[config.mk]
export PLATFORM = sky130hd
export DESIGN_NAME = regfile_wb_arbiter
export DESIGN_NICKNAME = d
export VERILOG_FILES = /design/src/rtl/regfile_wb_arbiter.sv
export SDC_FILE = /design/constraint.sdc
export NUM_CORES = 1
export LEC_CHECK = 0
export BUFFER_PORTS_ARGS = -buffer_cell sky130_fd_sc_hd__clkbuf_2
export CAP_MARGIN = 5
export CORE_MARGIN = 2
export CORE_UTILIZATION = 47
export DETAILED_ROUTE_END_ITERATION = 8
export GPL_TIMING_DRIVEN = 0
export PLACE_DENSITY = 0.74
export SYNTH_ARGS = -nofsm -noshare
export SYNTH_HDL_FRONTEND = slang
export SYNTH_SLANG_ARGS = --single-unit
[constraint.sdc]
create_clock -name clk -period 3.65 [get_ports clk]
set_input_delay 0.73 -clock clk [delete_from_list [all_inputs] [get_ports clk]]
set_output_delay 0.73 -clock clk [all_outputs]
set_load 0.01 [all_outputs]
[src/rtl/regfile_wb_arbiter.sv]
// Write-port arbiter for the 32x32 register file.
// Merges the single-cycle ALU result stream with a FIFO-buffered slow path
// (loads, multi-cycle units) onto one registered write port.
// ALU results always win the port. Queued slow results that target the
// same register as an ALU write are squashed, so stale data never lands.
// pend_mask tells hazard logic which destinations still have a live result queued.
module regfile_wb_arbiter #(
    parameter int XLEN  = 32,
    parameter int DEPTH = 4
) (
    input  logic                     clk,
    input  logic                     rst,
    input  logic                     alu_valid,
    input  logic [4:0]               alu_rd,
    input  logic [XLEN-1:0]          alu_data,
    input  logic                     slow_valid,
    output logic                     slow_ready,
    input  logic [4:0]               slow_rd,
    input  logic [XLEN-1:0]          slow_data,
    output logic                     wb_we,
    output logic [4:0]               wb_rd,
    output logic [XLEN-1:0]          wb_data,
    output logic [31:0]              pend_mask,
    output logic [$clog2(DEPTH):0]   fifo_count
);

    localparam int PW = $clog2(DEPTH);
    localparam int CW = PW + 1;

    // FIFO storage: destination, data and a live bit per entry.
    logic [4:0]       ent_rd_q   [DEPTH];
    logic [XLEN-1:0]  ent_data_q [DEPTH];
    logic [DEPTH-1:0] ent_live_q;
    logic [DEPTH-1:0] ent_live_d;
    logic [PW-1:0]    wr_ptr_q, rd_ptr_q;
    logic [CW-1:0]    count_q, count_d;

    logic             wb_we_q, wb_we_d;
    logic [4:0]       wb_rd_q, wb_rd_d;
    logic [XLEN-1:0]  wb_data_q, wb_data_d;

    logic             alu_eff;
    logic             slow_accept;
    logic             enq;
    logic             pop;
    logic             head_live;

    // Slow-path handshake: a transfer happens on a rising edge where
    // slow_valid && slow_ready are both high. slow_ready depends on registered
    // occupancy only, so a full FIFO never accepts in the same cycle it pops.
    // The producer must hold slow_rd/slow_data stable while slow_valid is high
    // and slow_ready is low.
    assign slow_ready  = (count_q < CW'(DEPTH));
    assign slow_accept = slow_valid && slow_ready;

    // Writes to x0 are dropped at the source on both paths.
    assign alu_eff   = alu_valid && (alu_rd != 5'd0);
    assign enq       = slow_accept && (slow_rd != 5'd0);
    assign pop       = !alu_eff && (count_q != '0);
    assign head_live = ent_live_q[rd_ptr_q];

    assign wb_we      = wb_we_q;
    assign wb_rd      = wb_rd_q;
    assign wb_data    = wb_data_q;
    assign fifo_count = count_q;

    // Live-bit update: squash older matching entries, retire the head, mark the new tail.
    always_comb begin
        ent_live_d = ent_live_q;
        if (alu_eff) begin
            for (int i = 0; i < DEPTH; i++) begin
                if (ent_rd_q[i] == alu_rd) ent_live_d[i] = 1'b0;
            end
        end
        if (pop) ent_live_d[rd_ptr_q] = 1'b0;
        // The entry written on this edge is newer than the ALU result, so it stays live.
        if (enq) ent_live_d[wr_ptr_q] = 1'b1;
    end

    // Occupancy counts squashed entries too; they still have to drain as bubbles.
    always_comb begin
        count_d = count_q;
        case ({enq, pop})
            2'b10:   count_d = count_q + CW'(1);
            2'b01:   count_d = count_q - CW'(1);
            default: count_d = count_q;
        endcase
    end

    // Port selection: ALU first, then the FIFO head, otherwise idle with rd/data held.
    always_comb begin
        wb_we_d   = 1'b0;
        wb_rd_d   = wb_rd_q;
        wb_data_d = wb_data_q;
        if (alu_eff) begin
            wb_we_d   = 1'b1;
            wb_rd_d   = alu_rd;
            wb_data_d = alu_data;
        end else if (pop) begin
            wb_we_d = head_live;
            if (head_live) begin
                wb_rd_d   = ent_rd_q[rd_ptr_q];
                wb_data_d = ent_data_q[rd_ptr_q];
            end
        end
    end

    // Pending destinations: one bit per live queued entry.
    always_comb begin
        pend_mask = '0;
        for (int i = 0; i < DEPTH; i++) begin
            if (ent_live_q[i]) pend_mask[ent_rd_q[i]] = 1'b1;
        end
        pend_mask[0] = 1'b0;
    end

    // FIFO storage, pointers and occupancy.
    always_ff @(posedge clk or negedge rst) begin
        if (!rst) begin
            for (int i = 0; i < DEPTH; i++) begin
                ent_rd_q[i]   <= '0;
                ent_data_q[i] <= '0;
            end
            ent_live_q <= '0;
            wr_ptr_q   <= '0;
            rd_ptr_q   <= '0;
            count_q    <= '0;
        end else begin
            if (enq) begin
                ent_rd_q[wr_ptr_q]   <= slow_rd;
                ent_data_q[wr_ptr_q] <= slow_data;
                wr_ptr_q             <= wr_ptr_q + PW'(1);
            end
            if (pop) rd_ptr_q <= rd_ptr_q + PW'(1);
            ent_live_q <= ent_live_d;
            count_q    <= count_d;
        end
    end

    // Registered write port.
    always_ff @(posedge clk or negedge rst) begin
        if (!rst) begin
            wb_we_q   <= 1'b0;
            wb_rd_q   <= '0;
            wb_data_q <= '0;
        end else begin
            wb_we_q   <= wb_we_d;
            wb_rd_q   <= wb_rd_d;
            wb_data_q <= wb_data_d;
        end
    end

endmodule

Word-level counts from Yosys, hierarchy flattened:

Index checks and enable logic that the tools add are counted.

* flip-flop bits (word level): 197
* input bits: 78
* output and inout port bits: 74

* add/sub/neg operators: 4
* $lt $le $gt $ge: 16
* equality and inequality tests: 6
* mux-type cells: 46
* bitwise gates (word level): 8
* reductions and logical operators: 19

Operators by type and width (number)
* $mux 32: 10
* $bwmux 128: 1
* $or 32x32->32: 3
* $bmux 32 s2: 1
* $demux 32 s2: 1
* $mux 5: 6
* $lt 5x6->1 const B: 4
* $bwmux 20: 1
* $demux 1 s5: 4
* $eq 5x5->1: 4
* $ge 5x1->1 const B: 4
* $mux 1: 13
* $mux 4: 3
* $logic_and 1x1->1: 11
* $bmux 5 s2: 1
* $demux 5 s2: 1
* $reduce_bool 5->1: 2
* $ge 3x3->1 const B: 2
* $lt 2x3->1 const B: 2
* $not 2->3: 2
* $pmux 3 s2: 1
* $reduce_bool 2->1: 3
* $add 2x1->2 const B: 2
* $and 4x4->4: 1
* 14 further kinds: 16

Depth between registers and ports, before layout:

Gate-level depths: netlist of run 1.

* depth in word-level cells: 11
* mapped depth: 11
* mapped depth without buffers: 9

Least setup slack after synthesis of run 1:

OpenSTA, ideal clock, no wires.

* path type: input -> register
* start: input alu_rd[3]
* end: register count_q[2] (netlist: fifo_count[2])
* arrival: 3.026 ns
* required time: 3.570 ns
* path slack: 0.544 ns
* stages on the path: 11
* path buffers: 2
* cell sequence: buf_2 or4_4 o21ai_4 buf_2 and2_1 ha_1 inv_1 fa_1 xor2_1 nor2_1 xnor2_1

* word-level cells in the longest chain between the ends: 6
* elaborated cells on any way between the ends: 8
* those cells by class: eq/ne (2); mux (1); reduce/logical (5)

Ends and longest elaborated chain
* start: declaration: line 14 `input logic [4:0] alu_rd,`
* $reduce_bool 5->1 *: line 57 `assign alu_eff = alu_valid && (alu_rd != 5'd0);`
* $logic_and 1x1->1 *: line 57
* $logic_not 1->1 *: line 59 `assign pop = !alu_eff && (count_q != '0);`
* $logic_and 1x1->1 *: line 59
* $eq 2x1->1 / $eq 2x2->1 (equally long branches): line 83 `case ({enq, pop})`
* $pmux 3 s2 / $reduce_bool 2->1 (equally long branches)
* end signal: assignment: line 136 `count_q <= count_d;`
* end: declaration: line 36 `logic [CW-1:0] count_q, count_d;`

Mark *: on every way between the ends. The rest lies on a longest branch, timed or not.
A chain may end at the register's enable or synchronous reset.

Worst setup path in the final report of run 1:

* start: register ent_rd_q[11] (netlist bit)
* end: output pend_mask[8]

* word-level cells in the longest chain between the ends: 10
* elaborated cells on any way between the ends: 11
* those cells by class: order compare (2); mux (5); bitwise (3); reduce/logical (1)

Ends and longest elaborated chain
* start: declaration: line 31 `logic [4:0] ent_rd_q [DEPTH];`
* start signal: indexed assignment: line 130 `ent_rd_q[wr_ptr_q] <= slow_rd;`
* $lt 5x6->1 (implied by the code) / $ge 5x1->1 (equally long branches): line 112 `if (ent_live_q[i]) pend_mask[ent_rd_q[i]] = 1'b1;`
* $logic_and 1x1->1 (implied by the code): line 112
* $mux 1 (implied by the code): line 112
* $demux 1 s5 *: line 112
* $or 32x32->32 (no source line) *
* $mux 32 *: line 112
* $or 32x32->32 (no source line)
* $mux 32 *: line 112
* $or 32x32->32 (no source line)
* $mux 32 *: line 112
* end: declaration: line 23 `output logic [31:0] pend_mask,`

Marked as above.

==> flow_metrics.py, run 1 <==
metrics = {
    "drt": {
        "drt_wl_total_mm": 24.4,
        "drt_first_pass_iters": 6,
        "via_per_inst": 5.81,
        "drc": 0,
        "drtIter0Drc": 567,
        "ant_nets": 0,
        "dr_total_vias": 6991,
        "routedWlPerCell_microns": 20.3,
    },
    "global_routing": {
        "grt_pass1_vias": 7186,
        "grt_pass1_wl_mm": 38.2,
        "grt_max_degree": 105,
        "gr-total-overflow": 0,
        "use_met3_pct": 4.61,
        "track_usage_pct": 21.8,
        "antenna_found_initial": 0,
        "met1_usage_pct": 30.0,
        "met2_usage_pct": 35.3,
        "busiest_layer": "met2",
    },
    "setup_path": {
        "reg2reg_from": "rd_ptr_q[1]",
        "cpPeakStageDelay_ps": 1030,
        "crit_slowest_cell": "nor3b_1",
        "setup.worst_path.start_class": "register",
        "crit_family": "simple AND/OR/NAND/NOR gates",
        "crit_fanout": 8,
        "arrival_ps": 2500,
        "critPathLaunch": "ent_rd_q[11]",
        "path_cells": "clkbuf_1 -> nor3b_1 -> a22oi_1 -> o221ai_1 -> clkbuf_2",
        "cp-end-kind": "primary output",
        "critPathKind": "reg2out",
        "path_buf_inv": 2,
        "crit_required_ps": 2920,
    },
    "hold_path": {
        "hold_path_class": "in2async",
    },
    "yosys": {
        "synth_compound_area_share_pct": 5.97,
        "synth_top_family_by_area": "multiplexers",
        "synth.area.mux_share_pct": 32.3,
        "ys.flop_type": "dfrtp_1",
        "mappedNetlistNets": 839,
        "yosysWarnings": 0,
        "syn_avg_cell_area_sq_um": 13.6,
        "syn_inst": 751,
        "synth-edff-count": 0,
        "netlist_area_sq_um": 10200,
        "synth-seq-cells": 197,
        "synth_cell_types": 45,
        "synth_fa_ha_area_share_pct": 1.30,
        "ys_seq_area_share_pct": 48.3,
        "synth-simple-area-share_pct": 6.24,
        "synthXorXnorAreaFrac_pct": 2.14,
        "async_flop_share_pct": 100,
    },
    "clock_tree": {
        "hold_buffers": 0,
        "cts.clk_slew.worst_paths_ps": 70,
        "cts_inserted_buffers": 17,
        "cts_tree": "done",
        "cts_root_buffer": "clkbuf_16",
        "cts_setup_buffers": 0,
        "cts.sinks": 197,
        "cts_buffer_depth": 2,
        "cts.htree.levels": 4,
        "post_cts_resized": 0,
        "clk_latency_ps": 430,
    },
    "finish": {
        "multi_input_area_sq_um": 4890,
        "final_common_cell": "mux2_2",
        "fillers": 1764,
        "ff_latch_area_sq_um": 4930,
        "fin_util_pct": 56.3,
        "fin_area_sq_um": 11900,
        "num_antenna_cells": 0,
        "syn2layout_area_growth_pct": 16.7,
        "nets": 1004,
        "final_cell_mix": "mux2_2, dfrtp_1, clkbuf_2",
        "drive_gt1_share_pct": 50.2,
        "stdcell_count": 1204,
    },
    "timing": {
        "tightest_slew_ps": 1250,
        "hold_viol_final": 0,
        "final_max_slew_viol_count": 0,
        "setup_viol": 0,
        "finalCriticalPeriod_ps": 3230,
        "fmax_mhz": 310,
        "rsz0062_at_grt": "no",
        "fin_skew_ps": 14.1,
        "finalCritPeriodShare_pct": 88.4,
        "max_slew_margin_pct": 16.5,
    },
    "flow_run": {
        "drv_cap": 0,
    },
    "pwr": {
        "pwr_density_cell_nw_per_um2": 892,
        "irDropWorstVdd_mv": 0.473,
        "p_leak_nw": 5.25,
        "finalPower_mw": 10.6,
    },
    "placement": {
        "placed_cells": 1172,
        "gp_congestion": 0.935,
        "io_buffers": 145,
        "placed_area_sq_um": 11300,
        "dp_hpwl_mm": 16.9,
    },
    "die": {
        "rows": 53,
        "start_util_pct": 48.3,
        "coreArea_sq_um": 21200,
        "pin_count": 152,
        "die-height_microns": 151,
        "die_area_sq_um": 22900,
        "die_w_microns": 151,
    },
    "status": {
        "status": "complete, no violations",
    },
}
[worst reg2reg max path, stage by stage (launching register included)]
cell and delay [ps]:
dfrtp_1 470, clkbuf_1 550, clkbuf_1 600, mux4_2 440
mux2_2 290, mux2_2 260
[registers in the layout, summed over array words and instances (netlist names)]
signal,flops
ent_data_q,128
ent_live_q,4
ent_rd_q,20
fifo_count,3
rd_ptr_q,2
wb_data,32
wb_rd,5
wb_we,1
wr_ptr_q,2
[metrics by stage]
stage	setup TNS (ps)	hold slack, ps	setup slack, ps
6_report	0	388	424
5_1_grt	0	461	183
4_1_cts	0	438	466
3_5_place_dp	0	479	87.6
3_3_place_gp	-383160	471	-1960
2_1_floorplan	0	434	544
[cells by family after synthesis]
logic type	count (synthesis)
AOI/OAI and AO/OA	80
xor gates and xnor gates	25
adders and majority gates	10
buffers and inverters	73
DFF	197
muxes	255
other	1
and+or+nand+nor	110
[path summary, 6_finish.rpt]
kind / to / slack [ps] / depth (start not counted)
min in group clk: ent_data_q[37] / 490 / 1
max in group asynchronous: ent_data_q[126] / 2320 / 2
min: ent_data_q[15] / 390 / 1
min reg2reg: ent_data_q[37] / 490 / 1
max: pend_mask[8] / 420 / 5
max reg2reg: wb_data[24] / 940 / 5
[cell type report]
type / instances / area share, %
clock buffers: 23 / 3.93
clock inverters: 9 / 1.06
repair buffers: 146 / 6.40
flip-flops and latches: 197 / 41.4
plain buffers: 61 / 2.85
multi-input cells: 481 / 41.1
inverters: 12 / 0.378
well taps: 275 / 2.89
[layer usage]
layer  vias to the layer above  share of wire [%]
met5                         -                  0
met3                        47                6.9
met1                      3516                 44
li1                       3141                  -
met2                       287                 48
met4                         0                1.9
[Yosys cell counts, drive strengths merged, types with 2 or more instances]
cell	n	area share, %
inv	12	0.44
o22ai	13	0.80
a22oi	10	0.74
nor3b	10	0.74
clkbuf	28	1.0
a21oi	10	0.49
nand3	11	0.54
mux2	212	23
or4	2	0.18
or2	4	0.25
o211ai	7	0.51
or3b	8	0.69
dfrtp	197	48
nor2b	2	0.12
a211o	2	0.17
mux2i	5	0.49
a221o	12	1.2
o21ai	7	0.45
and3b	6	0.51
o221ai	12	1.0
xnor2	16	1.4
or3	3	0.18
buf	33	2.3
nand2	22	0.88
mux4	38	8.4
xor2	9	0.77
o41ai	4	0.34
and3	9	0.55
ha	9	1.1
nor2	21	0.77
nand3b	9	0.66
nor3	2	0.098
[power breakdown]
part	internal, mW	switching, mW
Clock	1.11	0.806
Combinational	2.56	2.25
Sequential	3.29	0.599
(Power assumes the default switching activity.)
==> run 2, diff against run 1 <==
--- a/config.mk
+++ b/config.mk
@@ -7,9 +7,9 @@
 export LEC_CHECK = 0
 export BUFFER_PORTS_ARGS = -buffer_cell sky130_fd_sc_hd__clkbuf_2
 export CAP_MARGIN = 5
-export CORE_MARGIN = 2
 export CORE_UTILIZATION = 47
 export DETAILED_ROUTE_END_ITERATION = 8
+export GPL_ROUTABILITY_DRIVEN = 0
 export GPL_TIMING_DRIVEN = 0
 export PLACE_DENSITY = 0.74
 export SYNTH_ARGS = -nofsm -noshare
==> flow_metrics.py, run 2 (synthesis results as in run 1) <==
metrics = {
    "status": {
        "status": "complete, no violations",
    },
    "pwr": {
        "switchingPower_mw": 3.71,
        "switching_share_pct": 34.8,
        "power_frac_comb_pct": 45.0,
        "irDropWorstVdd_mv": 0.428,
        "p_leak_nw": 5.25,
        "finalPower_mw": 10.7,
        "p_int_mw": 6.95,
        "pwr_density_cell_nw_per_um2": 894,
        "seq_power_share_pct": 36.6,
        "clkPwrFrac_pct": 18.3,
    },
    "timing": {
        "setup_slack_ps": 589,
        "finalCritPeriodShare_pct": 83.9,
        "rsz0062_at_grt": "no",
        "finalCriticalPeriod_ps": 3060,
        "fmax_mhz": 327,
        "fin_skew_ps": 11.0,
        "hold_viol_final": 0,
        "tightest_slew_ps": 1010,
        "final_max_slew_viol_count": 0,
        "max_slew_margin_pct": 32.4,
        "setup_viol": 0,
    },
    "die": {
        "rows": 53,
        "die_area_sq_um": 22300,
        "coreArea_sq_um": 21200,
        "start_util_pct": 48.3,
        "die_w_microns": 149,
        "die-height_microns": 149,
        "pin_count": 152,
    },
    "hold_path": {
        "hold_path_class": "in2async",
    },
    "placement": {
        "pre_cts_ws_ps": 168,
        "io_buffers": 145,
        "dp_hpwl_mm": 16.9,
    },
    "global_routing": {
        "grt_pass1_vias": 7181,
        "grt_max_degree": 115,
        "antenna_found_initial": 0,
        "gr-total-overflow": 0,
        "grt_pass1_wl_mm": 38.8,
        "track_usage_pct": 22.8,
    },
    "clock_tree": {
        "post_cts_resized": 0,
        "cts_root_buffer": "clkbuf_16",
        "hold_buffers": 0,
        "cts_buffer_depth": 2,
        "cts_inserted_buffers": 17,
        "cts_setup_buffers": 0,
        "cts.clk_slew.worst_paths_ps": 70,
        "clk_latency_ps": 430,
        "cts_tree": "done",
        "cts.htree.levels": 4,
        "cts.sinks": 197,
    },
    "setup_path": {
        "crit_required_ps": 2920,
        "critPathKind": "reg2out",
        "path_cells": "clkbuf_1 -> nor3b_1 -> inv_1 -> o221ai_1 -> clkbuf_2",
        "cpPeakStageDelay_ps": 850,
        "setup.worst_path.start_class": "register",
        "arrival_ps": 2330,
        "crit_fanout": 8,
        "cp-end-kind": "primary output",
        "crit_slowest_cell": "nor3b_1",
    },
    "finish": {
        "nets": 1004,
        "syn2layout_area_growth_pct": 16.9,
        "num_antenna_cells": 0,
        "final_cell_mix": "mux2_2, dfrtp_1, clkbuf_2",
        "fillers": 1766,
        "final_common_cell": "mux2_2",
        "largest_reg_flops": 128,
        "drive_gt1_share_pct": 50.6,
        "regMostFlops": "ent_data_q",
    },
    "drt": {
        "dr_total_vias": 7008,
        "ant_nets": 0,
        "routedWlPerCell_microns": 20.4,
        "drt_first_pass_iters": 6,
        "drtIter0Drc": 466,
        "drc": 0,
        "via_per_inst": 5.82,
        "drt_wl_total_mm": 24.6,
    },
    "flow_run": {
        "drv_cap": 0,
    },
}
run 2: power groups by stage:
stage               clock network, mW  logic, mW  registers, mW
floorplan                           0       3.47           3.85
global placement                    0       4.70           3.87
detailed placement                  0       4.80           3.93
CTS                              1.99       4.83           3.90
global route                     2.07       5.20           4.05
finish                           1.95       4.80           3.91
run 2: critical path, delay by kind of cell, from the launching register on:
kind	cells	cell delay, ps
and+or+nand+nor	1	850
buffers and inverters	3	450
DFF	1	360
AOI/OAI and AO/OA	1	240
run 2: path summary, 6_finish.rpt:
kind / from / end / slack [ps] / cells past startpoint
hold / removal: rst / wb_data[12] / 340 / 1
max in group asynchronous: rst / rd_ptr_q[0] / 2330 / 2
hold reg to reg: ent_data_q[38] / ent_data_q[38] / 490 / 1
setup / recovery: ent_rd_q[11] / pend_mask[12] / 590 / 5
min in group clk: ent_data_q[38] / ent_data_q[38] / 490 / 1
setup reg to reg: rd_ptr_q[1] / wb_data[26] / 900 / 5
run 2: metal layers:
layer / part of all wire, % / up-vias / track usage [%]
li1: - / 3129 / -
met4: 1.9 / 0 / 7.35
met1: 43 / 3561 / 30.3
met2: 49 / 271 / 37.5
met3: 5.8 / 47 / 4.46
met5: 0 / - / 0
run 2: final cells by class:
| type | count | area [sq um] | share of cell area (%) |
|---|---|---|---|
| clock inverter | 11 | 135 | 1.13 |
| tap | 275 | 344 | 2.88 |
| buffer | 61 | 339 | 2.84 |
| timing repair buffer | 146 | 762 | 6.39 |
| inverter | 12 | 45.0 | 0.378 |
| clock buffer | 21 | 480 | 4.03 |
| sequential | 197 | 4930 | 41.3 |
| multi-input combinational | 481 | 4890 | 41.0 |
run 2: per-stage QoR:
stage / setup TNS, ps / instances / utilization [%] / hold slack, ps / instance area (sq um)
5_1_grt: 0 / 1204 / 56.4 / 384 / 11900
2_1_floorplan: 0 / 751 / - / 434 / 10200
3_3_place_gp: -387580 / 1171 / 53.3 / 474 / 11300
3_5_place_dp: 0 / 1172 / 53.5 / 479 / 11300
4_1_cts: 0 / 1204 / 56.4 / 357 / 11900
6_report: 0 / 1204 / 56.4 / 336 / 11900
==> run 3, diff against run 2 <==
==> constraint.sdc (replaced) <==
create_clock -name clk -period 2.85 [get_ports clk]
set_input_delay 0.57 -clock clk [delete_from_list [all_inputs] [get_ports clk]]
set_output_delay 0.57 -clock clk [all_outputs]
set_load 0.01 [all_outputs]
==> flow_metrics.py, run 3 (synthesis results as in run 1) <==
metrics = {
    "setup_path": {
        "crit_fanout": 10,
        "cp-end-kind": "primary output",
        "path_buf_inv": 2,
        "crit_slowest_cell": "nor3b_1",
        "crit_required_ps": 2280,
        "cpPeakStageDelay_ps": 660,
        "critPathKind": "reg2out",
        "arrival_ps": 2230,
        "path_cells": "clkbuf_1 -> nor3b_1 -> a22oi_1 -> o221ai_1 -> clkbuf_2",
        "crit_family": "simple AND/OR/NAND/NOR gates",
        "setup.worst_path.start_class": "register",
    },
    "pwr": {
        "switching_share_pct": 34.8,
        "p_int_mw": 8.83,
        "irDropWorstVdd_mv": 0.549,
        "seq_power_share_pct": 37.7,
        "power_frac_comb_pct": 44.8,
        "p_leak_nw": 5.26,
        "pwr_density_cell_nw_per_um2": 1140,
        "clkPwrFrac_pct": 17.5,
        "switchingPower_mw": 4.71,
    },
    "drt": {
        "routedWlPerCell_microns": 20.4,
        "dr_total_vias": 7039,
        "ant_nets": 0,
        "drt_wl_total_mm": 24.4,
        "drtIter0Drc": 551,
        "drt_first_pass_iters": 5,
        "drc": 0,
        "via_per_inst": 5.88,
    },
    "clock_tree": {
        "cts_tree": "done",
        "cts.htree.levels": 4,
        "hold_buffers": 0,
        "cts.clk_slew.worst_paths_ps": 70,
        "cts_buffer_depth": 2,
        "clk_latency_ps": 430,
        "cts_setup_buffers": 0,
        "cts.sinks": 197,
        "cts_root_buffer": "clkbuf_16",
        "cts_inserted_buffers": 17,
    },
    "finish": {
        "drive_gt1_share_pct": 51.8,
        "nets": 999,
        "ff_latch_area_sq_um": 4930,
        "regMostFlops": "ent_data_q",
        "multi_input_area_sq_um": 4930,
        "fillers": 1753,
        "fin_area_sq_um": 11900,
        "final_common_cell": "mux2_2",
        "syn2layout_area_growth_pct": 16.9,
        "largest_reg_flops": 128,
        "num_antenna_cells": 0,
        "final_cell_mix": "mux2_2, dfrtp_1, clkbuf_2",
    },
    "timing": {
        "fmax_mhz": 357,
        "rsz0062_at_grt": "no",
        "final_max_slew_viol_count": 0,
        "fin_skew_ps": 12.4,
        "hold_viol_final": 0,
        "setup_slack_ps": 51.9,
        "max_slew_margin_pct": 39.7,
        "final.setup.tns_ps": 0,
        "finalCritPeriodShare_pct": 98.2,
        "finalCriticalPeriod_ps": 2800,
        "setup_viol": 0,
        "tightest_slew_ps": 904,
    },
    "global_routing": {
        "gr-total-overflow": 0,
        "antenna_found_initial": 0,
        "track_usage_pct": 23.0,
        "grt_pass1_vias": 7272,
        "grt_pass1_wl_mm": 39.2,
        "grt_max_degree": 81,
    },
    "die": {
        "die_w_microns": 149,
        "coreArea_sq_um": 21200,
        "die_area_sq_um": 22300,
        "die-height_microns": 149,
        "rows": 53,
        "start_util_pct": 48.3,
        "pin_count": 152,
    },
    "flow_run": {
        "drv_cap": 0,
    },
    "status": {
        "status": "complete, no violations",
    },
    "hold_path": {
        "hold_path_class": "in2async",
    },
    "placement": {
        "pre_cts_ws_ps": -257,
        "dp_hpwl_mm": 17.0,
        "placed_area_sq_um": 11400,
        "io_buffers": 145,
    },
}
-- run 3: changes by cell type in the layout (fill, tap and decap cells not counted), sizes merged --
cell    delta
clkinv     +3
clkbuf     -8
buf        +1
inv        -2
-- run 3: worst register-to-register path, stage by stage (launching register included) --
cell and delay (ps):
dfrtp_1 450, clkbuf_1 540, buf_1 600, mux4_2 430
mux2_2 280, mux2_2 260
-- run 3: routing by layer --
layer / routed length (microns) / share of wire, % / GRT usage, %
met1: 10400 / 43 / 31.4
met2: 12300 / 50 / 37.8
met3: 1480 / 6.1 / 4.80
met4: 255 / 1.0 / 4.85
met5: 0 / 0 / 0
-- run 3: repair_timing --
item / in CTS / in global routing
setup endpoints to repair: 1 / 14
gates resized for setup: 1 / 8
endpoints found under the hold margin: 0 / 0
-- run 3: worst paths after layout --
path | startpoint | end | slack (ps) | depth (start not counted)
worst min register to register | ent_data_q[38] | ent_data_q[38] | 490 | 1
worst max register to register | rd_ptr_q[1] | wb_data[30] | 200 | 5
max in group asynchronous | rst | rd_ptr_q[1] | 1690 | 3
worst max-delay path | ent_rd_q[15] | pend_mask[8] | 50 | 5
worst min-delay path | rst | ent_data_q[13] | 90 | 1
min in group clk | slow_data[6] | ent_data_q[38] | 410 | 2
-- run 3: through the flow --
| step | cells | utilization (%) | total power, mW | hold slack (ps) |
|---|---|---|---|---|
| floorplan | 751 | - | 9.40 | 274 |
| detailed placement | 1173 | 53.7 | 11.2 | 478 |
| finish | 1198 | 56.4 | 13.5 | 89.3 |
| global placement | 1171 | 53.4 | 11.0 | 474 |
| CTS | 1204 | 56.4 | 13.6 | 103 |
| global route | 1198 | 56.4 | 14.4 | 116 |
-- run 3: power groups by stage --
| stage | Combinational [mW] | Sequential, mW | Clock, mW |
|---|---|---|---|
| floorplan | 4.46 | 4.94 | 0 |
| global placement | 6.03 | 4.97 | 0 |
| detailed placement | 6.17 | 5.04 | 0 |
| CTS | 6.21 | 5.00 | 2.42 |
| global route | 6.59 | 5.30 | 2.53 |
| finish | 6.07 | 5.10 | 2.37 |
-- run 3: final cells by class --
class                      count  share of cell area [%]
clock inverter                12                    1.06
buffer                        55                    2.74
clock buffer                  19                    3.71
timing repair buffer         147                    6.62
inverter                      12                   0.378
tap                          275                    2.88
multi-input combinational    481                    41.3
sequential                   197                    41.3
